## config.mk

```make
export PLATFORM = sky130hd
export DESIGN_NAME = diff_mux_core
export DESIGN_NICKNAME = d
export VERILOG_FILES = /design/src/rtl/diff_mux_pkg.sv /design/src/rtl/diff_mux_route.sv /design/src/rtl/diff_mux_core.sv
export SDC_FILE = /design/constraint.sdc
export NUM_CORES = 1
export LEC_CHECK = 0
export ABC_AREA = 1
export ABC_CLOCK_PERIOD_IN_PS = 3800
export BUFFER_PORTS_ARGS = -buffer_cell sky130_fd_sc_hd__buf_4
export CAP_MARGIN = 20
export CORE_MARGIN = 2
export CORE_UTILIZATION = 55
export DETAILED_ROUTE_END_ITERATION = 16
export PLACE_DENSITY = 0.74
export RECOVER_POWER = 25
export SETUP_SLACK_MARGIN = 0.15
export SLEW_MARGIN = 40
export SYNTH_ARGS = -nofsm -noshare
export SYNTH_HDL_FRONTEND = slang
export SYNTH_SLANG_ARGS = --single-unit
```

## constraint.sdc

```tcl
create_clock -name clk -period 3.8 [get_ports clk]
set_input_delay 0.57 -clock clk [delete_from_list [all_inputs] [get_ports clk]]
set_output_delay 0.57 -clock clk [all_outputs]
set_load 0.005 [all_outputs]
```

## src/rtl/diff_mux_pkg.sv

```systemverilog
// Shared types and helpers for the DDR differential mux.
// Contents:
//   route_mode_e  - per-output route mode (PASS / INV / CONST0 / CONST1)
//   route_entry_t - one routing-table entry {swap, mode, src}
//   sel_w/src_w   - index-width helpers (never narrower than 1 bit)
package diff_mux_pkg;

  // The widest legal source index (N_IN <= 16) fits in 4 bits. Entries store
  // the source at this fixed width so the struct needs no parameter.
  localparam int SRC_MAX_W = 4;

  typedef enum logic [1:0] {
    MODE_PASS   = 2'd0,
    MODE_INV    = 2'd1,
    MODE_CONST0 = 2'd2,
    MODE_CONST1 = 2'd3
  } route_mode_e;

  typedef struct packed {
    logic                 swap;
    route_mode_e          mode;
    logic [SRC_MAX_W-1:0] src;
  } route_entry_t;

  localparam route_entry_t ROUTE_RESET = '{swap: 1'b0, mode: MODE_CONST0, src: '0};

  function automatic int sel_w(input int n);
    return (n > 1) ? $clog2(n) : 1;
  endfunction

  // Width of the source-select field carried in cfg_data.
  function automatic int src_w(input int n_in);
    return sel_w(n_in);
  endfunction

endpackage

```

## src/rtl/diff_mux_route.sv

```systemverilog
// Combinational datapath for a single output channel: selects the source
// input pair, optionally swaps the phases, then inverts or forces a constant.
// Ports:
//   entry    - active routing entry for this output
//   in_0     - rising-phase input samples (all channels)
//   in_180   - falling-phase input samples (all channels)
//   out_0    - rising-phase result (registered by the parent)
//   out_180  - falling-phase result (registered by the parent)
module diff_mux_route
  import diff_mux_pkg::*;
#(
  parameter int N_IN = 6
) (
  input  route_entry_t    entry,
  input  logic [N_IN-1:0] in_0,
  input  logic [N_IN-1:0] in_180,
  output logic            out_0,
  output logic            out_180
);

  localparam int SRC_W = src_w(N_IN);

  logic src_ok;
  logic s_0;
  logic s_180;
  logic p_0;
  logic p_180;

  always_comb begin
    // NOTE: every combinational output gets a default before any branch, so
    // no path leaves a signal unassigned and no latch is inferred.
    src_ok  = 1'b0;
    s_0     = 1'b0;
    s_180   = 1'b0;
    p_0     = 1'b0;
    p_180   = 1'b0;
    out_0   = 1'b0;
    out_180 = 1'b0;

    // CONST entries may carry any src value; never index past the inputs.
    src_ok = int'(entry.src) < N_IN;
    if (src_ok) begin
      s_0   = in_0[entry.src[SRC_W-1:0]];
      s_180 = in_180[entry.src[SRC_W-1:0]];
    end

    // Swap happens first so INV inverts the already-swapped phases.
    p_0   = entry.swap ? s_180 : s_0;
    p_180 = entry.swap ? s_0   : s_180;

    unique case (entry.mode)
      MODE_PASS:   begin out_0 = p_0;  out_180 = p_180;  end
      MODE_INV:    begin out_0 = ~p_0; out_180 = ~p_180; end
      MODE_CONST0: begin out_0 = 1'b0; out_180 = 1'b0;   end
      MODE_CONST1: begin out_0 = 1'b1; out_180 = 1'b1;   end
    endcase
  end

endmodule

```

## src/rtl/diff_mux_core.sv

```systemverilog
// DDR differential crossbar with a double-buffered routing table.
// Writes land in a shadow table; cfg_commit copies it to the active table
// atomically. Each output is registered (1-cycle latency).
// Optional macro DIFF_MUX_ACT_CNT_EN adds saturating per-input activity
// counters readable through cnt_sel / cnt_value, clearable with cnt_clr.
// Ports:
//   clk, rst                  - clock, synchronous active-high reset
//   in_diff_0/in_diff_180     - rising/falling-phase input samples
//   out_diff_0/out_diff_180   - registered rising/falling-phase drive
//   cfg_valid/cfg_ready       - route-entry write handshake
//   cfg_addr, cfg_data        - output index, {swap, mode[1:0], src}
//   cfg_commit                - shadow -> active copy pulse
//   cfg_err                   - sticky flag for dropped writes
//   cnt_sel/cnt_clr/cnt_value - activity counter access (macro only)
module diff_mux_core
  import diff_mux_pkg::*;
#(
  parameter  int N_IN  = 6,
  parameter  int N_OUT = 7,
  parameter  int CNT_W = 16,
  localparam int SRC_W = src_w(N_IN),
  localparam int AW    = sel_w(N_OUT),
  localparam int CW    = sel_w(N_IN)
) (
  input  logic             clk,
  input  logic             rst,
  input  logic [N_IN-1:0]  in_diff_0,
  input  logic [N_IN-1:0]  in_diff_180,
  output logic [N_OUT-1:0] out_diff_0,
  output logic [N_OUT-1:0] out_diff_180,
  input  logic             cfg_valid,
  output logic             cfg_ready,
  input  logic [AW-1:0]    cfg_addr,
  input  logic [SRC_W+2:0] cfg_data,
  input  logic             cfg_commit,
  output logic             cfg_err
`ifdef DIFF_MUX_ACT_CNT_EN
  ,
  input  logic [CW-1:0]    cnt_sel,
  input  logic             cnt_clr,
  output logic [CNT_W-1:0] cnt_value
`endif
);

  if (N_IN < 2 || N_IN > 16 || N_OUT < 1 || N_OUT > 16 || CNT_W < 8 || CNT_W > 32)
  begin : g_bad_param
    $error("diff_mux_core: parameter out of range");
  end

  route_entry_t     shadow_q [N_OUT];
  route_entry_t     shadow_d [N_OUT];
  route_entry_t     active_q [N_OUT];
  route_entry_t     wr_entry;
  logic             addr_ok;
  logic             src_ok;
  logic             wr_take;
  logic             wr_ok;
  logic             wr_bad;
  logic [N_OUT-1:0] route_0;
  logic [N_OUT-1:0] route_180;

  // Decode the write and build the next shadow table. Commit copies
  // shadow_d, so a same-cycle write is part of the committed table.
  always_comb begin
    wr_entry.swap = cfg_data[SRC_W+2];
    wr_entry.mode = route_mode_e'(cfg_data[SRC_W+1:SRC_W]);
    wr_entry.src  = SRC_MAX_W'(cfg_data[SRC_W-1:0]);

    addr_ok = int'(cfg_addr) < N_OUT;
    // Constant modes ignore src, so an out-of-range src is harmless there.
    src_ok  = (wr_entry.mode == MODE_CONST0) || (wr_entry.mode == MODE_CONST1) ||
              (int'(wr_entry.src) < N_IN);
    wr_take = cfg_valid && cfg_ready;
    wr_ok   = wr_take && addr_ok && src_ok;
    wr_bad  = wr_take && !(addr_ok && src_ok);

    shadow_d = shadow_q;
    if (wr_ok) shadow_d[cfg_addr] = wr_entry;
  end

  always_ff @(posedge clk) begin
    if (rst) begin
      // NOTE: both tables are reset explicitly; a known CONST0 table is what
      // keeps the outputs quiet after reset and makes rst discard shadow writes.
      for (int i = 0; i < N_OUT; i++) begin
        shadow_q[i] <= ROUTE_RESET;
        active_q[i] <= ROUTE_RESET;
      end
      cfg_ready    <= 1'b0;
      cfg_err      <= 1'b0;
      out_diff_0   <= '0;
      out_diff_180 <= '0;
    end else begin
      // NOTE: state is updated with non-blocking assignments so every register
      // samples pre-edge values regardless of statement order.
      shadow_q <= shadow_d;
      if (cfg_commit) active_q <= shadow_d;
      cfg_ready    <= !cfg_commit;
      if (wr_bad) cfg_err <= 1'b1;
      out_diff_0   <= route_0;
      out_diff_180 <= route_180;
    end
  end

  for (genvar g = 0; g < N_OUT; g++) begin : g_route
    diff_mux_route #(.N_IN(N_IN)) u_route (
      .entry   (active_q[g]),
      .in_0    (in_diff_0),
      .in_180  (in_diff_180),
      .out_0   (route_0[g]),
      .out_180 (route_180[g])
    );
  end

`ifdef DIFF_MUX_ACT_CNT_EN
  logic [CNT_W-1:0] cnt_q [N_IN];
  logic [CNT_W-1:0] cnt_d [N_IN];
  logic [N_IN-1:0]  prev_180_q;

  // Transitions per cycle: 0->180 within the cycle plus previous 180 -> this 0.
  always_comb begin
    for (int i = 0; i < N_IN; i++) begin
      logic [1:0]     inc;
      logic [CNT_W:0] sum;
      inc = {1'b0, in_diff_0[i] ^ in_diff_180[i]} + {1'b0, prev_180_q[i] ^ in_diff_0[i]};
      sum = {1'b0, cnt_q[i]} + (CNT_W+1)'(inc);
      cnt_d[i] = sum[CNT_W] ? '1 : sum[CNT_W-1:0];
      if (cnt_clr && int'(cnt_sel) == i) cnt_d[i] = '0;
    end
  end

  always_ff @(posedge clk) begin
    if (rst) begin
      for (int i = 0; i < N_IN; i++) cnt_q[i] <= '0;
      prev_180_q <= '0;
      cnt_value  <= '0;
    end else begin
      cnt_q      <= cnt_d;
      prev_180_q <= in_diff_180;
      cnt_value  <= (int'(cnt_sel) < N_IN) ? cnt_q[cnt_sel] : '0;
    end
  end
`endif

endmodule

```

==> results of run 1 <==
power by group:
part           total (mW)  internal (mW)  switching, mW
Sequential           1.25           1.22         0.0217
Clock                1.59           1.06          0.536
Combinational       0.231         0.0762          0.155
Total                3.07           2.36          0.713
critical path: stages, from the launching register on:
cell and delay, ns:
dfxtp_1 0.36, nand2_1 0.06, inv_1 0.09, nand3_2 0.09, inv_1 0.28, nand3_1 0.47
a21oi_1 0.42, nand2_1 0.10, a21oi_1 0.13
worst paths after layout:
check | start | end | cells past startpoint
worst max-delay path | cfg_ready | active_q[21] | 8
worst min-delay path | cfg_data[4] | shadow_q[19] | 3
worst max register to register | cfg_ready | active_q[21] | 8
worst min register to register | shadow_q[0] | shadow_q[0] | 2
kinds of logic (layout without fill, tap and decap cells):
| kind of cell | Yosys count | in the layout | synth area share |
|---|---|---|---|
| AND/OR/NAND/NOR | 446 | 446 | 0.340 |
| flip-flops | 114 | 114 | 0.422 |
| buffers and inverters | 169 | 209 | 0.124 |
| AO/OA/AOI/OAI | 113 | 113 | 0.115 |
metal layers:
layer | up-vias | part of all wire | track usage | wire, um
li1 | 2686 | - | - | -
met3 | 23 | 0.089 | 0.0726 | 1280
met4 | 0 | 0.019 | 0.103 | 274
met5 | - | 0 | 0 | 0
met1 | 2437 | 0.46 | 0.392 | 6580
met2 | 226 | 0.43 | 0.420 | 6150
cell usage after synthesis:
library cell	instances	area, um^2
inv_1	132	495
nand2_1	240	901
a22oi_1	3	22.5
nor2_1	96	360
buf_6	3	33.8
or2_2	4	25.0
a22o_1	2	17.5
a21oi_1	81	405
dfxtp_1	114	2280
nor2_2	1	6.26
o211ai_1	14	105
clkbuf_1	15	56.3
o21ai_0	9	45.0
a31oi_1	4	25.0
buf_2	10	50.1
nand4_1	2	12.5
nand3_2	4	40.0
nand3_1	99	495
buf_1	5	18.8
clkinv_1	2	7.51
inv_2	2	7.51
flip-flops by register name, summed over array words and instances, names as in the netlist:
name and flops:
active_q 49, shadow_q 49, out_diff_0 7, out_diff_180 7
cfg_err 1, cfg_ready 1
metrics by stage:
step / instance area, um^2 / setup slack [ns] / power [mW]
2_1_floorplan: 5410 / 2.00 / 1.42
3_3_place_gp: 5730 / 1.46 / 1.49
3_5_place_dp: 5730 / 1.56 / 1.50
4_1_cts: 6330 / 1.89 / 3.08
5_1_grt: 6320 / 1.47 / 3.16
6_report: 6320 / 1.71 / 3.07
layout make-up:
type | count | area (um^2) | share of cell area
clock inverter | 11 | 133 | 0.0210
sequential | 114 | 2280 | 0.361
clock buffer | 21 | 469 | 0.0743
tap | 133 | 166 | 0.0263
multi-input combinational | 559 | 2450 | 0.388
inverter | 136 | 510 | 0.0808
timing repair buffer | 41 | 304 | 0.0481
==> metrics.md, run 1 <==
| Metric | Value |
|---|---|
| Status | finished, final reports clean |
| Post_cts resized | 0 |
| Die X | 103 um |
| Final WL | around 14,000 um |
| Clock Pin Slew Worst Setup and Hold Paths | 0.06 ns |
| GP Congestion | 0.805 |
| Antenna viol nets, final | 0 |
| Fin crit share | 0.549 |
| 1st-iter DRT viols | 424 |
| I/O Pins | approximately 40 |
| WS Path Type | reg2reg |
| Final hold vios | 0 |
| HP Class | in2reg |
| Setup Fix Bufs, Post-CTS | 0 |
| Flops & latches, synth | 114 |
| Max-Cap Viols | 0 |
| CTS tree | done |
| Pleak | just under 3 nW |
| Via count of the first global-routing pass | 4,731 |
| RSZ-0062 raised after global routing | no |
| Cells after synthesis | 842 |
| Placed cell count | 983 |
| First-pass GRT wire length | 22,700 um |
| Max Fclk | 479 MHz |
| VDD IR max | between 0.3 and 0.4 mV |
| Area growth syn-to-layout | 16.7% |
| Core area | 0.00968 mm^2 |
| R2R setup slack | 1.71 ns |
| Worst hold margin | 0.400 ns |
| Row cnt | 36 |
| Worst path required time | 4.24 ns |
| Most common cell after layout, fill and taps aside | nand2_1 |
| Initial core utilization | 0.559 |
| Worst slew pin tran | 1.06 ns |
| DRC violations left | 0 |
| DP HPWL | ~9700 um |
| Commonest non-fill, non-tap cells in the layout | nand2_1 (240), inv_1 (133), dfxtp_1 (114), nand3_1 (100), nor2_1 (97) |
| Final Setup Violations | 0 |
| Setup TNS | 0 ns |
| Startpoint Class | flop |
| Crit path capture type | flop |
| Crit Path Max Fanout | 13 |
| Vias per cell | 5.29 |
| Share of layout cells above drive strength 1 | 0.0907 |
| Max-slew headroom | 0.293 |
| Post-route core utilization | 0.652 |
| Avg Synthesized Cell Area | 6.43 um^2 |
| Cell area power density | just under 500 mW/mm^2 |
| Wire per inst | 14.1 um |
| Pins Over Slew Limit | 0 |
| Ant. Diodes | 0 |
| Yosys warnings | 0 |
| CTS Root Cell | clkbuf_8 |
| Worst-skew pair later-pin latency | between 0.5 and 0.6 ns |
| # port buffers | 40 |
| Tmin final | 2.09 ns |
| CTS sink count | 114 |
| Post-synthesis sequential area ratio | 0.422 |
| Largest net degree at the start of global routing | 61 |
| Vias | 5,372 |
| Hold_buf cts | 0 |
| Post-Syn Area | 0.00541 mm^2 |
| Syn_nets | 867 |
| Nets@finish | 894 |
| Fill count | ~860 |
| Deepest clock path buffer count | 2 |
| Yosys cell types | 21 |
| Clk_skew | approximately 0.0073 ns |
| Worst Path Arrival | roughly 2.5 ns |
| Final non-filler cell total | between 1k and 1.5k |
| Drt first pass iters | 7 |
| Initial antenna violation count | 0 |
| Die Span Y | 103 um |
| Full die area | 0.0107 mm^2 |
| Total CTS buffers | 17 |
| Total gr overflow | 0 |
| CTS H-tree lvls | 4 |
| GRT Util Overall | 0.280 |
Power figures use the tool's default switching activity.
==> inputs of run 2 (changes only) <==
--- a/config.mk
+++ b/config.mk
@@ -5,14 +5,14 @@
 export SDC_FILE = /design/constraint.sdc
 export NUM_CORES = 1
 export LEC_CHECK = 0
-export ABC_AREA = 1
-export ABC_CLOCK_PERIOD_IN_PS = 3800
+export ABC_AREA = 0
+export ABC_CLOCK_PERIOD_IN_PS = 1690
 export BUFFER_PORTS_ARGS = -buffer_cell sky130_fd_sc_hd__buf_4
 export CAP_MARGIN = 20
 export CORE_MARGIN = 2
-export CORE_UTILIZATION = 55
+export CORE_UTILIZATION = 53
 export DETAILED_ROUTE_END_ITERATION = 16
-export PLACE_DENSITY = 0.74
+export PLACE_DENSITY = 0.75
 export RECOVER_POWER = 25
 export SETUP_SLACK_MARGIN = 0.15
 export SLEW_MARGIN = 40
==> constraint.sdc (replaced) <==
create_clock -name clk -period 1.69 [get_ports clk]
set_input_delay 0.2535 -clock clk [delete_from_list [all_inputs] [get_ports clk]]
set_output_delay 0.2535 -clock clk [all_outputs]
set_load 0.005 [all_outputs]
==> run 2 against run 1 <==
  * Cell count shrank 32%
  * Area after synthesis is 8.1% lower
  * Sequential share of layout area down 0.89 points
==> metrics.md, run 2 <==
| Metric | Value |
|---|---|
| Hold_buf cts | 0 (unchanged) |
| WL met2 | 6920 um (was 6150 um) |
| Pleak | 2.37 nW (was 2.91 nW) |
| Nets@finish | 591 (was 894) |
| Final hold vios | 0 (unchanged) |
| Post-synth EDFFs | 0 (unchanged) |
| 1st-iter DRT viols | 288 (was 424) |
| Final non-filler cell total | 689 (was 1,015) |
| Deepest clock path buffer count | 2 (unchanged) |
| Row cnt | 35 (was 36) |
| Vias per cell | 6.19 (was 5.29) |
| Top-count cell post-synth | dfxtp_1 (was nand2_1) |
| Met3 wire length | 1210 um (was 1280 um) |
| Drt first pass iters | 5 (was 7) |
| Sw Pwr | 1.68 mW (was 713 uW) |
| RSZ-0062 raised after global routing | yes (was no) |
| Crit path capture type | flop (unchanged) |
| Total CTS buffers | 17 (unchanged) |
| First-pass GRT wire length | 20,500 um (was 22,700 um) |
| Max-slew headroom | 0.675 (was 0.293) |
| Tmin final | 1.66 ns (was 2.09 ns) |
| Setup TNS | 0 ns (unchanged) |
| Max-Cap Viols | 0 (unchanged) |
| Fin crit share | 0.981 (was 0.549) |
| Initial antenna violation count | 0 (unchanged) |
| Max Fclk | 603 MHz (was 479 MHz) |
| Yosys warnings | 0 (unchanged) |
| Max incr delay on CP | 0.51 ns (was 0.47 ns) |
| Clock Pin Slew Worst Setup and Hold Paths | 0.06 ns (about the same) |
| Ant. Diodes | 0 (unchanged) |
| Hold path endpoint | cfg_err (was shadow_q[19]) |
| Worst slew pin tran | 0.487 ns (was 1.06 ns) |
| P_int | 4.91 mW (was 2.36 mW) |
| Synth top area share | 0.459 (was 0.422) |
| Area growth syn-to-layout | 31.2% (was 16.7%) |
| CTS sink count | 114 (unchanged) |
| Vias | 4,264 (was 5,372) |
| Die X | 101 um (was 103 um) |
| Antenna viol nets, final | 0 (unchanged) |
| Crit Path Max Fanout | 7 (was 13) |
| Worst r2r src | cfg_ready (unchanged) |
| Full die area | 0.0102 mm^2 (was 0.0107 mm^2) |
| Biggest area consumer among synthesized cells | dfxtp_1 (unchanged) |
| Largest net degree at the start of global routing | 44 (was 61) |
| Via count of the first global-routing pass | 4,030 (was 4,731) |
| Share of layout cells above drive strength 1 | 0.384 (was 0.0907) |
| Final WL | 14,000 um (was 14,300 um) |
| Syn_nets | 529 (was 867) |
| Final Setup Violations | 0 (unchanged) |
| GP Congestion | 0.776 (was 0.805) |
| I/O Pins | 41 (unchanged) |
| Top FF cell, synth | dfxtp_1 (unchanged) |
| R2R setup slack | 0.03 ns (was 1.71 ns) |
| Cell area power density | 1010 mW/mm^2 (was 486 mW/mm^2) |
| Hold path cells | 3 (unchanged) |
| Wl on met1 | 5590 um (was 6580 um) |
| CTS tree | done (unchanged) |
| CTS Root Cell | clkbuf_8 (unchanged) |
| VDD IR max | 0.584 mV (was 0.316 mV) |
| Reg2reg path depth | 5 (was 8) |
| Initial core utilization | 0.543 (was 0.559) |
| CP Cell Sequence | nand3b_1 > buf_6 > or4_4 > mux2i_1 > a211oi_1 (was nand2_1 > inv_1 > nand3_2 > inv_1 > nand3_1 > a21oi_1 > nand2_1 > a21oi_1) |
| Cells after synthesis | 504 (was 842) |
| Origin of the worst min-delay path | cfg_valid (was cfg_data[4]) |
| Worst Path Arrival | 2.07 ns (was 2.53 ns) |
| Slowest CP cell | or4_4 (was nand3_1) |
| GRT Util Overall | 0.269 (was 0.280) |
| Status | finished, final reports clean (unchanged) |
| Fill count | 634 (was 861) |
| FFs w/ async S/R, synth | 0 (unchanged) |
| Top flop regs | active_q: 49 flops, shadow_q: 49 flops (unchanged) |
| Flop pwr share | 0.430 (was 0.406) |
| Clk_skew | 0.00497 ns (was 0.00732 ns) |
| Post-synthesis sequential area ratio | 0.459 (was 0.422) |
| HP Class | in2reg (unchanged) |
| Startpoint Class | flop (unchanged) |
| Avg Synthesized Cell Area | 9.87 um^2 (was 6.43 um^2) |
| Delay-heaviest family, CP | simple AND/OR/NAND/NOR gates (unchanged) |
| Pins Over Slew Limit | 0 (unchanged) |
| CTS H-tree lvls | 4 (unchanged) |
| Wire per inst | 20.4 um (was 14.1 um) |
| Die Span Y | 101 um (was 103 um) |
| Top Layer Used | met4 (unchanged) |
| Core area | 0.00915 mm^2 (was 0.00968 mm^2) |
| Post-Syn Area | 0.00497 mm^2 (was 0.00541 mm^2) |
| Worst path required time | 2.10 ns (was 4.24 ns) |
| # port buffers | 40 (unchanged) |
| Commonest non-fill, non-tap cells in the layout | dfxtp_1 (103), nor2_1 (73), buf_4 (49), mux2_2 (40), mux2i_1 (37) (was nand2_1 (240), inv_1 (133), dfxtp_1 (114), nand3_1 (100), nor2_1 (97)) |
| Main area contributors after synthesis | dfxtp_1 (46%), mux2i_1 (11%), mux2_2 (9.5%), nor2_1 (5.5%), a211oi_1 (5.3%) (was dfxtp_1 (42%), nand2_1 (17%), inv_1 (9.2%), nand3_1 (9.2%), a21oi_1 (7.5%)) |
| Commonest cells in the netlist | dfxtp_1 (114), nor2_1 (73), mux2i_1 (56) (was nand2_1 (240), inv_1 (132), dfxtp_1 (114)) |
| Combinational Power Share | 0.106 (was 0.075) |
| Total gr overflow | 0 (unchanged) |
| Buf+Inv Stages, Crit Path | 1 (was 2) |
| Power share of the clock group | 0.465 (was 0.519) |
| Yosys cell types | 30 (was 21) |
| Placed cell count | 650 (was 983) |
| WS Path Type | reg2reg (unchanged) |
| Net Sw Frac | 0.255 (was 0.232) |
| Cell depth of the worst setup path | 5 (was 8) |
| DRC violations left | 0 (unchanged) |
| Flops & latches, synth | 114 (unchanged) |
| Worst-skew pair later-pin latency | 0.51 ns (was 0.52 ns) |
| RR Endpoint | active_q[44] (was active_q[21]) |
| Most common cell after layout, fill and taps aside | dfxtp_1 (was nand2_1) |
| DP HPWL | 8130 um (was 9680 um) |
==> run 2: changes by cell type after synthesis, sizes merged, moves of 42 or more <==
cell   change
nand2    -214
a21oi     -56
nand3    -101
mux2i     +56
mux2      +42
inv      -131
==> run 2: final cells by class <==
cell class / count / area [um^2] / share of cell area
sequential: 114 / 2300 / 0.352
tap: 111 / 139 / 0.0213
multi-input combinational: 358 / 3000 / 0.460
inverter: 4 / 15.0 / 0.00230
clock buffer: 20 / 445 / 0.0683
timing repair buffer: 71 / 562 / 0.0861
clock inverter: 11 / 65.1 / 0.00997
==> run 2: logic make-up after synthesis <==
| family | count (synthesis) | share of synthesized area |
|---|---|---|
| and+or+nand+nor | 155 | 0.156 |
| DFF | 114 | 0.459 |
| muxes | 98 | 0.208 |
| AOI/OAI and AO/OA | 105 | 0.150 |
| buffers and inverters | 32 | 0.0269 |
==> run 2: per-stage QoR <==
step / utilization / worst slack (ns) / area [um^2] / power (mW) / hold slack, ns
floorplan: - / 0.120 / 4980 / 3.22 / 0.399
global placement: 0.603 / -0.0582 / 5520 / 3.45 / 0.446
detailed placement: 0.603 / -0.0836 / 5520 / 3.47 / 0.443
CTS: 0.676 / 0.0265 / 6190 / 6.50 / 0.0578
global route: 0.713 / -0.0232 / 6520 / 6.78 / 0.0848
finish: 0.713 / 0.0317 / 6520 / 6.59 / 0.0624
==> run 2: tightest hold or removal path, delay by kind of cell <==
family / cells / cell delay (ns)
compound gates: 2 / 0.15
buf+inv: 1 / 0.12
==> run 2: worst max-delay path by stage <==
stage,from,endpoint,slack [ns]
floorplan,cfg_data[2],active_q[47],0.12
global placement,cfg_data[2],active_q[20],-0.06
detailed placement,cfg_data[2],active_q[20],-0.08
CTS,cfg_ready,active_q[43],0.03
global route,cfg_ready,active_q[16],-0.02
finish,cfg_ready,active_q[44],0.03
==> run 2: what timing repair did <==
item,in CTS,in global routing
endpoints found under the setup margin,60,88
pin swaps,7,12
setup buffers,6,2
resized for setup,24,67
==> run 2: power groups by stage <==
stage | registers, mW | logic [mW] | clock network [mW]
after floorplan | 2.87 | 0.352 | 0
after global routing | 2.84 | 0.747 | 3.19
after global placement | 2.87 | 0.574 | 0
final | 2.83 | 0.697 | 3.06
after CTS | 2.82 | 0.628 | 3.05
after detailed placement | 2.88 | 0.596 | 0
==> run 2: routing by layer <==
metal / track usage / vias to the layer above
met3: 0.0624 / 33
li1: - / 1982
met1: 0.353 / 2062
met2: 0.429 / 187
met5: 0 / -
met4: 0.105 / 0
